==> src/rtl/issue_scheduler_pkg.sv <==
// issue_scheduler_pkg: shared scheduler constants and types.
//   SCHED_ROWS    - default number of scheduler entries (dependency-matrix rows)
//   sched_row_t   - row index type for the default configuration
//   sched_state_t - scheduler control FSM states {RUN, FLUSH}
package issue_scheduler_pkg;

    localparam int SCHED_ROWS = 8;

    typedef logic [$clog2(SCHED_ROWS)-1:0] sched_row_t;

    typedef enum logic [0:0] {
        RUN   = 1'b0,
        FLUSH = 1'b1
    } sched_state_t;

endpackage

==> src/rtl/issue_scheduler_dep_matrix.sv <==
// issue_scheduler_dep_matrix: NUM_ROWS x NUM_ROWS dependency matrix.
// Bit [r][c] set means the op in row r waits on the op in row c.
// Ports:
//   clk, rst        - clock, synchronous active-high reset
//   w_en/w_row      - overwrite row w_row with set_lines
//   set_lines       - producer rows the newly written row depends on
//   clear_en        - clear columns selected by clear_lines in every row
//   clear_lines     - column mask to clear (completed producers)
//   free_en         - zero row free_row_index
//   free_row_index  - row to zero
//   ready_vector    - per row: no outstanding dependency
module issue_scheduler_dep_matrix
    import issue_scheduler_pkg::*;
#(
    parameter int NUM_ROWS = SCHED_ROWS
) (
    input  logic                        clk,
    input  logic                        rst,
    input  logic                        w_en,
    input  logic [$clog2(NUM_ROWS)-1:0] w_row,
    input  logic [NUM_ROWS-1:0]         set_lines,
    input  logic                        clear_en,
    input  logic [NUM_ROWS-1:0]         clear_lines,
    input  logic                        free_en,
    input  logic [$clog2(NUM_ROWS)-1:0] free_row_index,
    output logic [NUM_ROWS-1:0]         ready_vector
);

    localparam int ROW_W = $clog2(NUM_ROWS);

    logic [NUM_ROWS-1:0] dep_r     [NUM_ROWS];
    logic [NUM_ROWS-1:0] dep_nxt_s [NUM_ROWS];

    // Next matrix contents: column clear, then row free, then row write (write wins).
    always_comb begin
        for (int r = 0; r < NUM_ROWS; r++) begin
            dep_nxt_s[r] = dep_r[r];
            if (clear_en) begin
                dep_nxt_s[r] = dep_nxt_s[r] & ~clear_lines;
            end else begin
                dep_nxt_s[r] = dep_nxt_s[r];
            end
            if (free_en && (free_row_index == ROW_W'(r))) begin
                dep_nxt_s[r] = '0;
            end else begin
                dep_nxt_s[r] = dep_nxt_s[r];
            end
            if (w_en && (w_row == ROW_W'(r))) begin
                dep_nxt_s[r] = set_lines;
            end else begin
                dep_nxt_s[r] = dep_nxt_s[r];
            end
        end
    end

    // Matrix storage.
    always_ff @(posedge clk) begin
        for (int r = 0; r < NUM_ROWS; r++) begin
            if (rst) begin
                dep_r[r] <= '0;
            end else begin
                dep_r[r] <= dep_nxt_s[r];
            end
        end
    end

    // A row is ready once every producer it waited on has been cleared.
    always_comb begin
        for (int r = 0; r < NUM_ROWS; r++) begin
            ready_vector[r] = ~|dep_r[r];
        end
    end

endmodule

==> src/rtl/issue_scheduler.sv <==
// issue_scheduler: allocates scheduler rows to dispatched ops, tracks their
// dependencies in a dependency matrix and issues one ready op at a time.
// Optional build macro: SCHED_AGE_PRIORITY_EN - oldest eligible row is
// selected (4-bit saturating per-row age, ties to lowest index); otherwise
// the lowest-index eligible row is selected.
// Ports:
//   clk, rst       - clock, synchronous active-high reset
//   disp_valid     - dispatch request; disp_ready - dispatch accepted
//   disp_src_mask  - rows the dispatched op depends on
//   disp_row       - row allocated to the dispatched op (lowest free row)
//   issue_valid    - registered issue candidate present; issue_ready - accepted
//   issue_row      - row being issued
//   flush          - discard all entries
//   occupancy      - number of valid entries
module issue_scheduler
    import issue_scheduler_pkg::*;
#(
    parameter int NUM_ROWS = SCHED_ROWS
) (
    input  logic                          clk,
    input  logic                          rst,
    input  logic                          disp_valid,
    output logic                          disp_ready,
    input  logic [NUM_ROWS-1:0]           disp_src_mask,
    output logic [$clog2(NUM_ROWS)-1:0]   disp_row,
    output logic                          issue_valid,
    input  logic                          issue_ready,
    output logic [$clog2(NUM_ROWS)-1:0]   issue_row,
    input  logic                          flush,
    output logic [$clog2(NUM_ROWS):0]     occupancy
);

    localparam int ROW_W = $clog2(NUM_ROWS);
    localparam int OCC_W = ROW_W + 1;

    sched_state_t          state_r, state_nxt_s;
    logic [NUM_ROWS-1:0]   valid_r, picked_r;
    logic                  issue_valid_r;
    logic [ROW_W-1:0]      issue_row_r;
    logic [OCC_W-1:0]      occupancy_r;
    logic [ROW_W-1:0]      flush_cnt_r;

    logic [ROW_W-1:0]      free_row_s, pick_row_s, free_idx_s;
    logic                  pick_found_s, disp_ready_s, alloc_s, issue_fire_s, refill_s;
    logic                  w_en_s, clear_en_s, free_en_s;
    logic [NUM_ROWS-1:0]   ready_vec_s, eligible_s, issuing_oh_s, alloc_oh_s;
    logic [NUM_ROWS-1:0]   set_lines_s, clear_lines_s;

    // Handshakes and allocation; a dispatch coinciding with flush is dropped.
    always_comb begin
        disp_ready_s = (state_r == RUN) && !(&valid_r);
        alloc_s      = disp_valid && disp_ready_s && !flush;
        issue_fire_s = issue_valid_r && issue_ready;
        refill_s     = !issue_valid_r || issue_fire_s;
        issuing_oh_s = issue_fire_s ? (NUM_ROWS'(1) << issue_row_r) : '0;
        alloc_oh_s   = alloc_s ? (NUM_ROWS'(1) << free_row_s) : '0;
        eligible_s   = valid_r & ready_vec_s & ~picked_r;
        // A producer issuing this cycle is already complete for the new op.
        set_lines_s  = disp_src_mask & valid_r & ~issuing_oh_s & ~(NUM_ROWS'(1) << free_row_s);
        w_en_s       = alloc_s;
    end

    // Lowest-index free row (scan downwards so the last hit is the lowest).
    always_comb begin
        free_row_s = '0;
        for (int i = NUM_ROWS - 1; i >= 0; i--) begin
            if (!valid_r[i]) begin
                free_row_s = ROW_W'(i);
            end else begin
                free_row_s = free_row_s;
            end
        end
    end

`ifdef SCHED_AGE_PRIORITY_EN
    logic [3:0] age_r [NUM_ROWS];
    logic [3:0] best_age_s;

    // Oldest eligible row; strict compare keeps ties on the lowest index.
    always_comb begin
        pick_found_s = 1'b0;
        pick_row_s   = '0;
        best_age_s   = 4'd0;
        for (int i = 0; i < NUM_ROWS; i++) begin
            if (eligible_s[i] && (!pick_found_s || (age_r[i] > best_age_s))) begin
                pick_found_s = 1'b1;
                pick_row_s   = ROW_W'(i);
                best_age_s   = age_r[i];
            end else begin
                pick_found_s = pick_found_s;
            end
        end
    end

    // Per-row saturating age: zeroed on allocation, counts while valid.
    always_ff @(posedge clk) begin
        for (int i = 0; i < NUM_ROWS; i++) begin
            if (rst) begin
                age_r[i] <= 4'd0;
            end else if (alloc_oh_s[i]) begin
                age_r[i] <= 4'd0;
            end else if (valid_r[i] && (age_r[i] != 4'hF)) begin
                age_r[i] <= age_r[i] + 4'd1;
            end else begin
                age_r[i] <= age_r[i];
            end
        end
    end
`else
    // Lowest-index eligible row.
    always_comb begin
        pick_found_s = |eligible_s;
        pick_row_s   = '0;
        for (int i = NUM_ROWS - 1; i >= 0; i--) begin
            if (eligible_s[i]) begin
                pick_row_s = ROW_W'(i);
            end else begin
                pick_row_s = pick_row_s;
            end
        end
    end
`endif

    // Matrix maintenance: FLUSH sweeps one row per cycle (and clears every
    // column once); RUN frees/clears the row completing its issue handshake.
    always_comb begin
        if (state_r == FLUSH) begin
            free_en_s     = 1'b1;
            free_idx_s    = flush_cnt_r;
            clear_en_s    = (flush_cnt_r == ROW_W'(0));
            clear_lines_s = '1;
        end else begin
            free_en_s     = issue_fire_s;
            free_idx_s    = issue_row_r;
            clear_en_s    = issue_fire_s;
            clear_lines_s = issuing_oh_s;
        end
    end

    // Control FSM next state.
    always_comb begin
        state_nxt_s = state_r;
        case (state_r)
            RUN: begin
                if (flush) state_nxt_s = FLUSH;
                else       state_nxt_s = RUN;
            end
            FLUSH: begin
                if (flush)                                     state_nxt_s = FLUSH;
                else if (flush_cnt_r == ROW_W'(NUM_ROWS - 1))  state_nxt_s = RUN;
                else                                           state_nxt_s = FLUSH;
            end
            default: state_nxt_s = RUN;
        endcase
    end

    // Entry bookkeeping, issue stage, occupancy and flush sweep counter.
    always_ff @(posedge clk) begin
        if (rst) begin
            state_r       <= RUN;
            valid_r       <= '0;
            picked_r      <= '0;
            issue_valid_r <= 1'b0;
            issue_row_r   <= '0;
            occupancy_r   <= '0;
            flush_cnt_r   <= '0;
        end else begin
            state_r <= state_nxt_s;
            if (flush) begin
                valid_r       <= '0;
                picked_r      <= '0;
                issue_valid_r <= 1'b0;
                occupancy_r   <= '0;
                flush_cnt_r   <= '0;
            end else if (state_r == FLUSH) begin
                if (flush_cnt_r == ROW_W'(NUM_ROWS - 1)) flush_cnt_r <= '0;
                else                                     flush_cnt_r <= flush_cnt_r + ROW_W'(1);
            end else begin
                valid_r <= (valid_r & ~issuing_oh_s) | alloc_oh_s;
                if (refill_s && pick_found_s) begin
                    picked_r      <= (picked_r & ~issuing_oh_s) | (NUM_ROWS'(1) << pick_row_s);
                    issue_valid_r <= 1'b1;
                    issue_row_r   <= pick_row_s;
                end else if (refill_s) begin
                    picked_r      <= picked_r & ~issuing_oh_s;
                    issue_valid_r <= 1'b0;
                end else begin
                    picked_r      <= picked_r;
                end
                case ({alloc_s, issue_fire_s})
                    2'b10:   occupancy_r <= occupancy_r + OCC_W'(1);
                    2'b01:   occupancy_r <= occupancy_r - OCC_W'(1);
                    default: occupancy_r <= occupancy_r;
                endcase
            end
        end
    end

    issue_scheduler_dep_matrix #(.NUM_ROWS(NUM_ROWS)) u_dep_matrix (
        .clk            (clk),
        .rst            (rst),
        .w_en           (w_en_s),
        .w_row          (free_row_s),
        .set_lines      (set_lines_s),
        .clear_en       (clear_en_s),
        .clear_lines    (clear_lines_s),
        .free_en        (free_en_s),
        .free_row_index (free_idx_s),
        .ready_vector   (ready_vec_s)
    );

    assign disp_ready  = disp_ready_s;
    assign disp_row    = free_row_s;
    assign issue_valid = issue_valid_r;
    assign issue_row   = issue_row_r;
    assign occupancy   = occupancy_r;

endmodule

==> config.mk <==
export PLATFORM = sky130hd
export DESIGN_NAME = issue_scheduler
export DESIGN_NICKNAME = d
export VERILOG_FILES = /design/src/rtl/issue_scheduler_pkg.sv /design/src/rtl/issue_scheduler_dep_matrix.sv /design/src/rtl/issue_scheduler.sv
export SDC_FILE = /design/constraint.sdc
export NUM_CORES = 1
export LEC_CHECK = 0
export ABC_CLOCK_PERIOD_IN_PS = 3000
export CAP_MARGIN = 30
export CELL_PAD_IN_SITES_DETAIL_PLACEMENT = 1
export CELL_PAD_IN_SITES_GLOBAL_PLACEMENT = 1
export CORE_ASPECT_RATIO = 1.5
export CORE_MARGIN = 4
export CORE_UTILIZATION = 40
export DETAILED_ROUTE_END_ITERATION = 8
export GPL_ROUTABILITY_DRIVEN = 0
export PLACE_DENSITY_LB_ADDON = 0.1
export SYNTH_ARGS = -nofsm -noshare
export SYNTH_HDL_FRONTEND = slang
export SYNTH_SLANG_ARGS = --single-unit
==> constraint.sdc <==
create_clock -name clk -period 3 [get_ports clk]
set_input_delay 0.6 -clock clk [delete_from_list [all_inputs] [get_ports clk]]
set_output_delay 0.6 -clock clk [all_outputs]
set_load 0.02 [all_outputs]
After elaboration in Yosys (flattened, before gate mapping) --
Memory sizes are Yosys's and may differ from the RTL's. Index checks and enable logic that the tools add are counted.
Word-level totals: register bits after elaboration 28, bits in writable memories 64, input port bits 13, output and inout bits 12, logic and storage cells 181, memories kept 1
Memories:
- u_dep_matrix.dep_r | depth 8, width 8, rd ports 8, clocked after Yosys merged registers in 0, write ports 8, line issue_scheduler_dep_matrix.sv:31 | logic [NUM_ROWS-1:0] dep_r [NUM_ROWS];
Operators by class: add/sub/neg operators 3, equal/unequal tests 17, shift-type cells 3, muxes and demuxes 67, bitwise gates (word level) 31, reduce and logical (&&, ||, !) cells 52
Operators with widths (count):
- 2-to-1 mux 8 bit | 37
- bitwise AND 8 bit | 15
- OR reduction 8 bit | 9
- 2-to-1 mux 3 bit | 18
- NOT 8 bit | 4
- == test 3 bit (second input constant) | 9
- << shifter 1 x 3 -> 8 bit (first input constant) | 3
- logical AND 1 bit | 21
- bitwise OR 8 bit | 2
- == test 3 x 2 -> 1 bit (second input constant) | 4
- logical NOT 1 bit | 11
- 2-to-1 mux 1 bit | 10
- logical NOT 3 bit | 3
- bitwise OR 1 bit | 8
- case mux 4 bit (2 select lines) | 1
- AND reduction 8 bit | 1
- == test 3 x 1 -> 1 bit (second input constant) | 2
- adder 4 x 1 -> 4 bit (second input constant) | 1
- AND reduction 2 bit | 2
- nonzero test 2 bit | 2
- subtractor 4 x 1 -> 4 bit (second input constant) | 1
- adder 3 x 1 -> 3 bit (second input constant) | 1
- AND reduction 3 bit | 1
- == test 2 x 1 -> 1 bit (second input constant) | 1
- other kinds (5) | 6

Longest topological paths before layout --
depth in word-level cells 15, mapped depth 13

Modules after synthesis --
A second synthesis with hierarchy kept.
Second synthesis, totals: cell total of the unflattened synthesis 491, area total of the unflattened synthesis 4381.7 um^2
Modules (own cells, without submodules):
- issue_scheduler_dep_matrix | times used 1, cells each 250, area an instance 2493.6 um^2
- issue_scheduler | times used 1, cells each 241, area an instance 1888.1 um^2

Least setup slack after synthesis --
Ideal clock, no wire load.
kind reg2reg, start register state_r, end register occupancy_r[3], in the netlist occupancy[3], library setup time 0.070 ns, data arrival time 2.941 ns, required time 2.930 ns, slack -0.011 ns, cell stages (with the launch flop) 14, buffers on the path 4, clock period less this slack 3.011 ns, path through dfxtp_1 -> buf_2 -> clkbuf_1 -> clkbuf_1 -> clkbuf_1 -> nor2_1 -> nand3b_1 -> ha_1 -> ha_1 -> a21o_1 -> a21oi_1 -> xnor2_1 -> or4_1 -> a21oi_1
Between the ends: cells in the longest elaborated chain, start to end 7
RTL lines:
- start, declared | line issue_scheduler.sv:36 | sched_state_t state_r, state_nxt_s;
- start signal, assigned | line issue_scheduler.sv:168 | state_r <= state_nxt_s;
- NOT 1 bit (no source line) (*)
- logical AND 1 bit (*) | line issue_scheduler.sv:51 | disp_ready_s = (state_r == RUN) && !(&valid_r);
- net disp_ready | line issue_scheduler.sv:23 | output logic disp_ready,
- logical AND 1 bit (*) (2 in a row) | line issue_scheduler.sv:52 | alloc_s = disp_valid && disp_ready_s && !flush;
- == test 2 x 1 -> 1 bit / == test 2 bit (equally long branches) | line issue_scheduler.sv:190 | case ({alloc_s, issue_fire_s})
- nonzero test 2 bit (no source line)
- AND reduction 2 bit (no source line)
- end signal, assigned | line issue_scheduler.sv:191 | 2'b10: occupancy_r <= occupancy_r + OCC_W'(1);
- end signal, assigned | line issue_scheduler.sv:192 | 2'b01: occupancy_r <= occupancy_r - OCC_W'(1);
- end signal, assigned | line issue_scheduler.sv:193 | default: occupancy_r <= occupancy_r;
- end, declared | line issue_scheduler.sv:40 | logic [OCC_W-1:0] occupancy_r;
The timed path passes the listed nets; every way through them passes the cells marked *. A chain may end at the register's enable or synchronous reset.

Worst setup path after layout --
start register valid_r[7], end register occupancy_r[3], in the netlist occupancy[3]
Between the ends: cells in the longest elaborated chain, start to end 8
RTL lines:
- start, declared | line issue_scheduler.sv:37 | logic [NUM_ROWS-1:0] valid_r, picked_r;
- start signal, assigned | line issue_scheduler.sv:179 | valid_r <= (valid_r & ~issuing_oh_s) | alloc_oh_s;
- AND reduction 8 bit (*) | line issue_scheduler.sv:51
- logical NOT 1 bit (*) | line issue_scheduler.sv:51
- logical AND 1 bit (*) | line issue_scheduler.sv:51
- logical AND 1 bit (*) (2 in a row) | line issue_scheduler.sv:52
- == test 2 x 1 -> 1 bit / == test 2 bit (equally long branches) | line issue_scheduler.sv:190
- nonzero test 2 bit (no source line)
- AND reduction 2 bit (no source line)
Mark *: on every way between the ends. The rest lies on a longest branch, timed or not.

==> reports/results.txt <==
outcome - finished clean
Final Cycle Share - 0.939
pin count of the biggest net entering global routing - 35
Final setup viols - 0
Syn Nets - 549
Setup CP Type - reg2reg
Routed Antenna Nets - 0
grt ovf - 0
WL/cell - 24.6 um
Initial Utilization - 0.410
Worst Path Required - 3.28 ns
commonest non-fill, non-tap cell in the layout - dfxtp_1
Static Leak - 0.00197 uW
CP Data Arrival Time - 3.09 ns
RSZ-0062 raised after global routing - no
Worst Setup EP - occupancy[3]
Post-synth EDFFs - 0
Synth async-reset ratio - 0
Unique masters post-synth - 65
CTS tree - built
share of layout cells above drive strength 1 - 0.116
min-delay src - u_dep_matrix.dep_r[1][4]
ys flop type - dfxtp_1
R2R Setup Slk - 0.18 ns
Slew Viols, Final - 0
Max Fanout on Critical Path - 6
CTS Buf Count - 9
Vert. Die Dim - 139 um
cts hold-fix bufs - 0
Peak VDD IR - 280 uV
Synth Instances - 529
Clock Latency Late Sink - 0.35 ns
ANT cells - 0
first-pass iteration count of the detailed router - 5
register area share after synthesis - 0.404
skew final - 0.00451 ns
die width - 95.2 um
Routed WL - 17800 um
Max Fclk - 0.355 GHz
final setup margin - 0.184 ns
Iter 0 DRT Violations - 300
placement row count - 47
Sink Count - 92
r2r endpoint - occupancy[3]
setup bufs post-CTS - 0
Final min period - 2.82 ns
first-pass GRT wire length - 27500 um
IO Port Bufs - 24
pwr dens - 482 nW/um2
warnings from Yosys - 0
crit path launch type - flop
Die ar. - 13200 um2
Area Growth Syn to Fin - 19.5%
# DRC - 0
H-tree levels - 3
TNS Setup - 0 ns
Max transition margin - 0.481
num ports - 25
Crit. Startpoint - valid_r[7]
FF-to-FF Start - valid_r[7]
Hold Fails Final Rpt - 0
clock tree buffer depth - 2
post-cts sizing count - 0
clock root cell - clkbuf_16
R2R cell count - 11
post-synthesis average cell area - 8.62 um2
Core Region - 11100 um2
Max Cap Viol - 0
Worst-Margin Slew - 0.770 ns
CTS clk-pin slew, worst paths - 0.07 ns
Vias - 4699
Final Net Count - 592
vias in the first global route - 4792
mapped cell area - 4560 um2
commonest non-fill, non-tap cells in the layout - dfxtp_1 (92), nor2_1 (64), a21oi_1 (48)
Final HPWL DP - 13200 um
Hold Crit Class - reg2reg
Yosys reg bits - 92
Setup crit end kind - flop
overall power - 2630 uW
initial antenna violation count - 0
Place WS - 0.146 ns
DR vias/cell - 6.49
GRT Total Usage - 0.275
==> worst min-delay path by stage <==
stage / to / depth (start not counted)
after global routing: u_dep_matrix.dep_r[1][29] / 2
after CTS: u_dep_matrix.dep_r[1][4] / 2
after floorplan: u_dep_matrix.dep_r[1][4] / 2
after global placement: u_dep_matrix.dep_r[1][4] / 2
after detailed placement: u_dep_matrix.dep_r[1][4] / 2
final: u_dep_matrix.dep_r[1][4] / 2
==> power breakdown <==
group,leakage (uW),internal [uW],switching [uW]
clock,0.000153,669,503
combinational,0.00107,80.1,133
sequential,0.000742,1230,10.9
total,0.00197,1980,647
==> worst max-delay path, stage by stage (launching register included) <==
cell and delay [ns]:
dfxtp_1 0.45, nand2_1 0.12, nor4_1 0.48, nor2_1 0.11
nand3b_1 0.11, ha_1 0.21, ha_1 0.25, a21o_1 0.18
a21oi_1 0.17, xnor2_1 0.10, or4_1 0.40, a21oi_1 0.17
==> layout make-up <==
class / count / area (um2)
Timing Repair Buffer: 60 / 518
Sequential cell: 92 / 1840
Inverter: 14 / 52.6
Fill cell: 1329 / 5660
Clock buffer: 10 / 239
Clock inverter: 6 / 62.6
Tap cell: 147 / 184
Multi-Input combinational cell: 395 / 2550
==> cells in the mapped netlist, drive strengths merged (4+ instances only) <==
| library cell | n | area share |
|---|---|---|
| dfxtp | 92 | 0.40 |
| nor2 | 65 | 0.054 |
| a21oi | 48 | 0.053 |
| nand2 | 28 | 0.025 |
| a32oi | 23 | 0.044 |
| nand3 | 22 | 0.024 |
| clkbuf | 19 | 0.016 |
| nand4 | 18 | 0.025 |
| o21ai | 17 | 0.019 |
| inv | 14 | 0.012 |
| nor4 | 14 | 0.022 |
| nor2b | 12 | 0.016 |
| nand4b | 11 | 0.021 |
| buf | 9 | 0.011 |
| a32o | 8 | 0.018 |
| a311o | 7 | 0.015 |
| a2bb2oi | 6 | 0.012 |
| and2 | 6 | 0.0082 |
| and3 | 6 | 0.0082 |
| ha | 6 | 0.016 |
| a211o | 5 | 0.0096 |
| and4b | 5 | 0.011 |
| nand2b | 5 | 0.0069 |
| nor3 | 5 | 0.0066 |
| o21a | 5 | 0.0082 |
| a211oi | 4 | 0.0066 |
| and4 | 4 | 0.0077 |
| nor4b | 4 | 0.011 |
| o211a | 4 | 0.0088 |
| o211ai | 4 | 0.0066 |
| o31ai | 4 | 0.0066 |
| or2 | 4 | 0.0055 |
==> flip-flops by register name, summed over array words and instances (netlist names) <==
register and flops:
state_r 1, issue_valid 1, picked_r 8, valid_r 8, u_dep_matrix.dep_r 64, flush_cnt_r 3
occupancy 4, issue_row 3
==> layer usage <==
| layer | up-vias | part of all wire | global-route usage |
|---|---|---|---|
| met3 | 52 | 0.053 | 0.0423 |
| met4 | 0 | 0.056 | 0.166 |
| met2 | 178 | 0.50 | 0.461 |
| met5 | - | 0 | 0 |
| met1 | 2349 | 0.40 | 0.323 |
| li1 | 2120 | - | - |
==> per-stage QoR <==
step | cell area, um2 | utilization | cells | hold slack (ns)
floorplan | 4560 | - | 529 | 0.419
global placement | 5150 | 0.463 | 708 | 0.435
detailed placement | 5150 | 0.463 | 708 | 0.460
CTS | 5450 | 0.490 | 724 | 0.475
global route | 5450 | 0.490 | 724 | 0.487
finish | 5450 | 0.490 | 724 | 0.467
==> cells by family (layout without fill, tap and decap cells) <==
kind of cell	count (synthesis)	after routing	share of synthesized area
adder cells (fa/ha/maj)	7	7	0.0209
buffers and inverters	42	90	0.0384
AO/OA/AOI/OAI	163	163	0.255
AND/OR/NAND/NOR	220	220	0.272
XOR/XNOR	3	3	0.00576
flip-flops	92	92	0.404
multiplexers	2	2	0.00439
Power figures use the tool's default switching activity.
==> RTL edit 1, RTL diff (same settings) <==
Set the package constant `SCHED_ROWS` to 4 (it was 8).
--- a/src/rtl/issue_scheduler_pkg.sv
+++ b/src/rtl/issue_scheduler_pkg.sv
@@ -4,7 +4,7 @@
 //   sched_state_t - scheduler control FSM states {RUN, FLUSH}
 package issue_scheduler_pkg;
 
-    localparam int SCHED_ROWS = 8;
+    localparam int SCHED_ROWS = 4;
 
     typedef logic [$clog2(SCHED_ROWS)-1:0] sched_row_t;
 
Ports: changed (resized disp_row, disp_src_mask, issue_row and occupancy); port bits go from 25 to 18. No check against the original RTL was run, so the function may have changed too.
==> RTL edit 1 against the unedited design <==
  * Final area fell by 64%
  * Combinational power fell by 66%
  * Sequential cell count fell by 59
  * Sequential power fell by 64%
  * Fmax rose by 10%
  * Synthesized area fell by 64%
  * Setup slack improved by 0.26 ns
  * Wire length fell by 72%
  * Total power fell by 64%
  * Critical path type is now reg -> out
  * Largest cell class unchanged
==> RTL edit 1: results (changes against the unedited design) <==
The flow ran to the end, and the final reports show no timing, DRC or antenna violations. The sequential standard cell area was 661 sq um (-64%). Broken down by cell family, the worst path's largest delay share belongs to buffers and inverters. Port buffer count: 17 (-29%). In this run the worst hold path is classified as reg -> reg. The remaining max-slew budget at the tightest pin was 61.1% (+13 points); the clock buffer and inverter area fraction after layout was 5.88% (+0.35 points).

The logs give 8.08 mm (-71%) for the global-route wire length before repair and 0.145 ns (-0.000612 ns) for the post-place setup slack. In this run the clock root is driven by a clkbuf_8. The count of inverters not on the clock network in the layout is 7 (-7), and the post-synthesis sequential area ratio is 40.2% (-0.17 points). Post-synth net total: 193 (-65%). For the clock tree buffer depth, the log shows 2 (unchanged).

The worst-path cell with the longest stage delay was clkdlybuf4s50_1. The clock latency on the worst-skew pair is 0.29 ns (-0.06 ns). The count of filler cells inserted in the layout came out at 467 (-65%).

Tracing the worst setup path back leads to its startpoint at valid_r[2]. The global-route total usage across every layer is 21.0% (-6.6 points). The area share of fa/ha/maj cells after synthesis came out at 3.50% (+1.4 points).

The worst endpoint data arrival time was 1.95 ns (-1.14 ns); the final-stage net count was 213 (-64%). The number of warnings reported in the yosys synthesis log came out at 0 (unchanged). The post-route standard cell area excluding fillers is 1980 sq um (-64%). Launch instance of the worst min-delay path: picked_r[3].

The count of multi-input gates was 132 (-67%); the fraction of synthesized cell area in xor and xnor cells was 1.60% (+1.0 points). The area occupied by multi-input gates was 920 sq um (-64%). The layout buffering overhead excluding clock cells is 10.1% (+0.61 points), and the number of clock-tree buffers in the layout is 7 (-3). The layout buffer count excluding clock buffers works out to 21 (-65%). The maximum VDD drop was 353 uV (+26%). The tools report the total length of routed wires as 4.94 mm (-72%). The mux contribution to synthesized area came out at 1.90% (+1.5 points).

Launch instance of the worst register-to-register path: state_r. The worst reg-to-reg path cell count was 8 (-3). The tools report the half-perimeter wire length after placement as 3.82 mm (-71%). The standard-cell row count is 28 (-40%). By area the synthesized netlist is led by dfxtp_1, a21oi_1, a32o_1, nor2_1, a32o_2. The leakage power figure was 0.772 nW (-61%); the peak fanout along the critical path was 10 (+4). For the maximum number of pins on one net before global-route repair, the log shows 21 (-40%). For the first-iteration detailed-routing DRC count, the log shows 30 (-90%). The tools report the instance area after placement as 1860 sq um (-64%).

The via count of the first global-routing pass is 1618 (-66%), and the share of final-layout standard cells stronger than drive strength 1 is 13.9% (+2.3 points). The H-tree depth reported by CTS is 2 (-1), and the clock transition at the register clock pins on the worst setup and hold paths after CTS is 0.07 ns (about the same). Sorting the synthesized cells by how often they occur yields dfxtp_1, a21oi_1, nor2_1. The fraction of the mapped netlist area in compound gates was 22.5% (-3.0 points). The register bit count reported by yosys was 33 (-64%); the number of detailed-route iterations in the first pass was 4 (-1). The number of different library cells in the post-synthesis netlist is 49 (-25%), and the largest stage delay on the critical path is 0.64 ns (+0.16 ns). The final clock skew came out at 0.00345 ns (-0.00106 ns).

The via-per-instance ratio was 6.00 (-7.6%). The clock buffer count from CTS came out at 5 (-4). In the final layout, the registers with the most flip-flops are u_dep_matrix.dep_r: 16 flops, picked_r: 4 flops, valid_r: 4 flops.
-- RTL edit 1: routing by layer --
metal	wire length (um)	track usage, %
met1	1990	24.6
met2	2580	35.6
met3	225	4.47
met4	147	9.07
met5	0	0
-- RTL edit 1: where the power goes --
group	switching, mW	internal (mW)
Clock	0.162	0.271
Combinational	0.0421	0.0298
Sequential	0.00371	0.441
-- RTL edit 1: worst paths after layout --
kind | end | slack, ns
max | disp_row[0] | 0.45
min | picked_r[3] | 0.46
max reg2reg | occupancy[2] | 0.91
min reg2reg | picked_r[3] | 0.46
-- RTL edit 1: through the flow --
step | cells | hold slack, ns
floorplan | 180 | 0.431
global placement | 238 | 0.443
detailed placement | 238 | 0.463
CTS | 246 | 0.474
global route | 246 | 0.496
finish | 246 | 0.463
-- RTL edit 1: cells by family after synthesis --
group                      count (synthesis)
xor gates and xnor gates                   3
adders and majority gates                  4
and+or+nand+nor                           72
buffers and inverters                     15
AOI/OAI and AO/OA                         50
DFF                                       33
muxes                                      3
==> RTL edit 2, RTL diff (same settings) <==
Without the edit above. Add a define of `SCHED_AGE_PRIORITY_EN`.
--- a/src/rtl/issue_scheduler.sv
+++ b/src/rtl/issue_scheduler.sv
@@ -12,6 +12,8 @@
 //   issue_row      - row being issued
 //   flush          - discard all entries
 //   occupancy      - number of valid entries
+`define SCHED_AGE_PRIORITY_EN
+
 module issue_scheduler
     import issue_scheduler_pkg::*;
 #(
Function: changed (a bounded check fails within 10 cycles, from zero or initial values and one cycle with rst high).
==> RTL edit 2 against the unedited design <==
  * The run now ends with negative setup slack left
  * Combinational power rose by 74%
  * Largest power group is now clock
  * Synthesized area grew 51%
  * Total power increased by 64%
  * Wire length is 57% higher
  * Sequential cell count up 32
  * Sequential power up 41%
  * Final area increased by 76%
  * Critical path type unchanged
  * Setup slack worse by 7.4 ns
  * Highest routed layer unchanged
  * Largest cell class unchanged
==> RTL edit 2: results (changes against the unedited design) <==
Slew of the pin with the lowest slew margin: 0.732 ns (-0.0383 ns). The final clock skew was 0.0174 ns (+0.0129 ns). The first-iteration detailed-routing DRC count is 454 (+51%), and the H-tree depth reported by CTS is 4 (+1).

In the synthesized netlist, the cells that appear most often are nor2_1, dfxtp_1, nand2_1. Fraction of synthesized cell area in xor and xnor cells: 2.54% (+2.0 points). The tools report the count of filler cells inserted in the layout as 1905 (+43%).

The peak fanout along the critical path was 7 (+1); the setup slack after layout was -7.24 ns (-7.43 ns). The tools report the via count of the first global-routing pass as 7741 (+62%). The area share of fa/ha/maj cells after synthesis was 7.93% (+5.8 points).

The clock latency on the worst-skew pair is 0.44 ns (+0.09 ns), and the largest stage delay on the critical path is 0.36 ns (-0.12 ns). The run gives 10.60 ns (+7.51 ns) as the worst endpoint data arrival time. The tools report the post-synth net total as 834 (+52%).

The run gives 11 (+11) as the final setup violation count. The run finished, with violations left. The mux contribution to synthesized area works out to 0.436% (-0.0027 points). The number of vias after detailed routing was 7063 (+50%).

The worst-path cell with the longest stage delay is ha_1. The post-place setup slack is -7.04 ns (-7.19 ns). The run gives 27.4% (-0.13 points) as the global-route total usage across every layer. The clock buffer count from CTS is 17 (+8). In the final layout, the registers with the most flip-flops are u_dep_matrix.dep_r: 64 flops, age_r: 32 flops. Half-perimeter wire length after placement: 19.1 mm (+44%). The final reports fail on negative setup slack. The global-route wire length before repair is 41.0 mm (+49%).

The post-synthesis sequential area ratio is 40.7% (+0.34 points). Broken down by cell family, the worst path's largest delay share belongs to compound AO/OA/AOI/OAI gates. Sum of negative setup slack: -78.94 ns (-78.94 ns). The instance area after placement is 8400 sq um (+63%). By area the synthesized netlist is led by dfxtp_1, edfxtp_1, ha_1, nor2_1, a32oi_1. The leakage power figure is 3.83 nW (+95%), and the final-stage net count is 1005 (+70%). The maximum number of pins on one net before global-route repair is 78 (+120%). The fraction of the mapped netlist area in compound gates is 19.8% (-5.7 points), and the number of enable-type register cells in the synthesized netlist is 32 (+32). The number of detailed-route iterations in the first pass is 5 (unchanged). For the total length of routed wires, the log shows 27.9 mm (+57%).

For the number of different library cells in the post-synthesis netlist, the log shows 64 (-1.5%).
==> RTL edit 2: layout make-up <==
class                           instances  area, sq um  area share [%]
Tap cell                              210          263            2.73
Multi-Input combinational cell        570         4260            44.3
Sequential cell                       124         2810            29.2
Timing Repair Buffer                  185         1480            15.3
Clock buffer                           21          493            5.13
Inverter                               51          194            2.02
Clock inverter                         11          128            1.33
==> RTL edit 2: stage by stage <==
step / instances / util, % / hold slack (ns)
detailed placement: 1111 / 49.9 / 0.473
finish: 1172 / 57.1 / 0.481
global placement: 1111 / 49.9 / 0.455
floorplan: 778 / - / 0.448
CTS: 1159 / 55.5 / 0.481
global route: 1172 / 57.1 / 0.513
==> RTL edit 2: path summary, 6_finish.rpt <==
check	startpoint	slack [ns]	depth (start not counted)	to
hold reg to reg	u_dep_matrix.dep_r[1][0]	0.48	2	u_dep_matrix.dep_r[1][0]
hold / removal	u_dep_matrix.dep_r[1][0]	0.48	2	u_dep_matrix.dep_r[1][0]
setup / recovery	u_dep_matrix.dep_r[0][3]	-7.24	52	picked_r[3]
setup reg to reg	u_dep_matrix.dep_r[0][3]	-7.24	52	picked_r[3]
==> RTL edit 2: metal layers <==
layer	vias up	share of wire (%)	GRT usage, %
li1	3218	-	-
met1	3540	37	29.5
met2	219	54	51.1
met3	86	4.0	4.54
met4	0	4.6	12.7
met5	-	0	0
==> RTL edit 2: timing repair <==
action                                 4_1_cts  5_1_grt
endpoints found under the hold margin        0        0
cloned                                       1        0
pin swaps                                   46       37
gates resized for setup                     41       31
setup endpoints to repair                   11       12
setup buffers                               15       13
==> RTL edit 2: power by group through the flow <==
stage          logic, mW  registers, mW  clock network [mW]
3_3_place_gp       0.304           1.79                   0
3_5_place_dp       0.318           1.79                   0
4_1_cts            0.339           1.75                2.19
5_1_grt            0.394           1.75                2.28
6_report           0.371           1.75                2.19
2_1_floorplan      0.157           1.79                   0
==> RTL edit 2: worst reg2reg max path: cells and delay by family, from the launching register on <==
kind / cells / cell delay (ns)
AND/OR/NAND/NOR: 18 / 3.21
adder cells (fa/ha/maj): 7 / 2.01
AO/OA/AOI/OAI: 27 / 4.57
flip-flops: 1 / 0.33
==> RTL edit 2: cells by family after synthesis <==
family / after synthesis
AND/OR/NAND/NOR: 311
AO/OA/AOI/OAI: 192
flip-flops: 124
buffers and inverters: 85
adder cells (fa/ha/maj): 43
XOR/XNOR: 20
multiplexers: 3
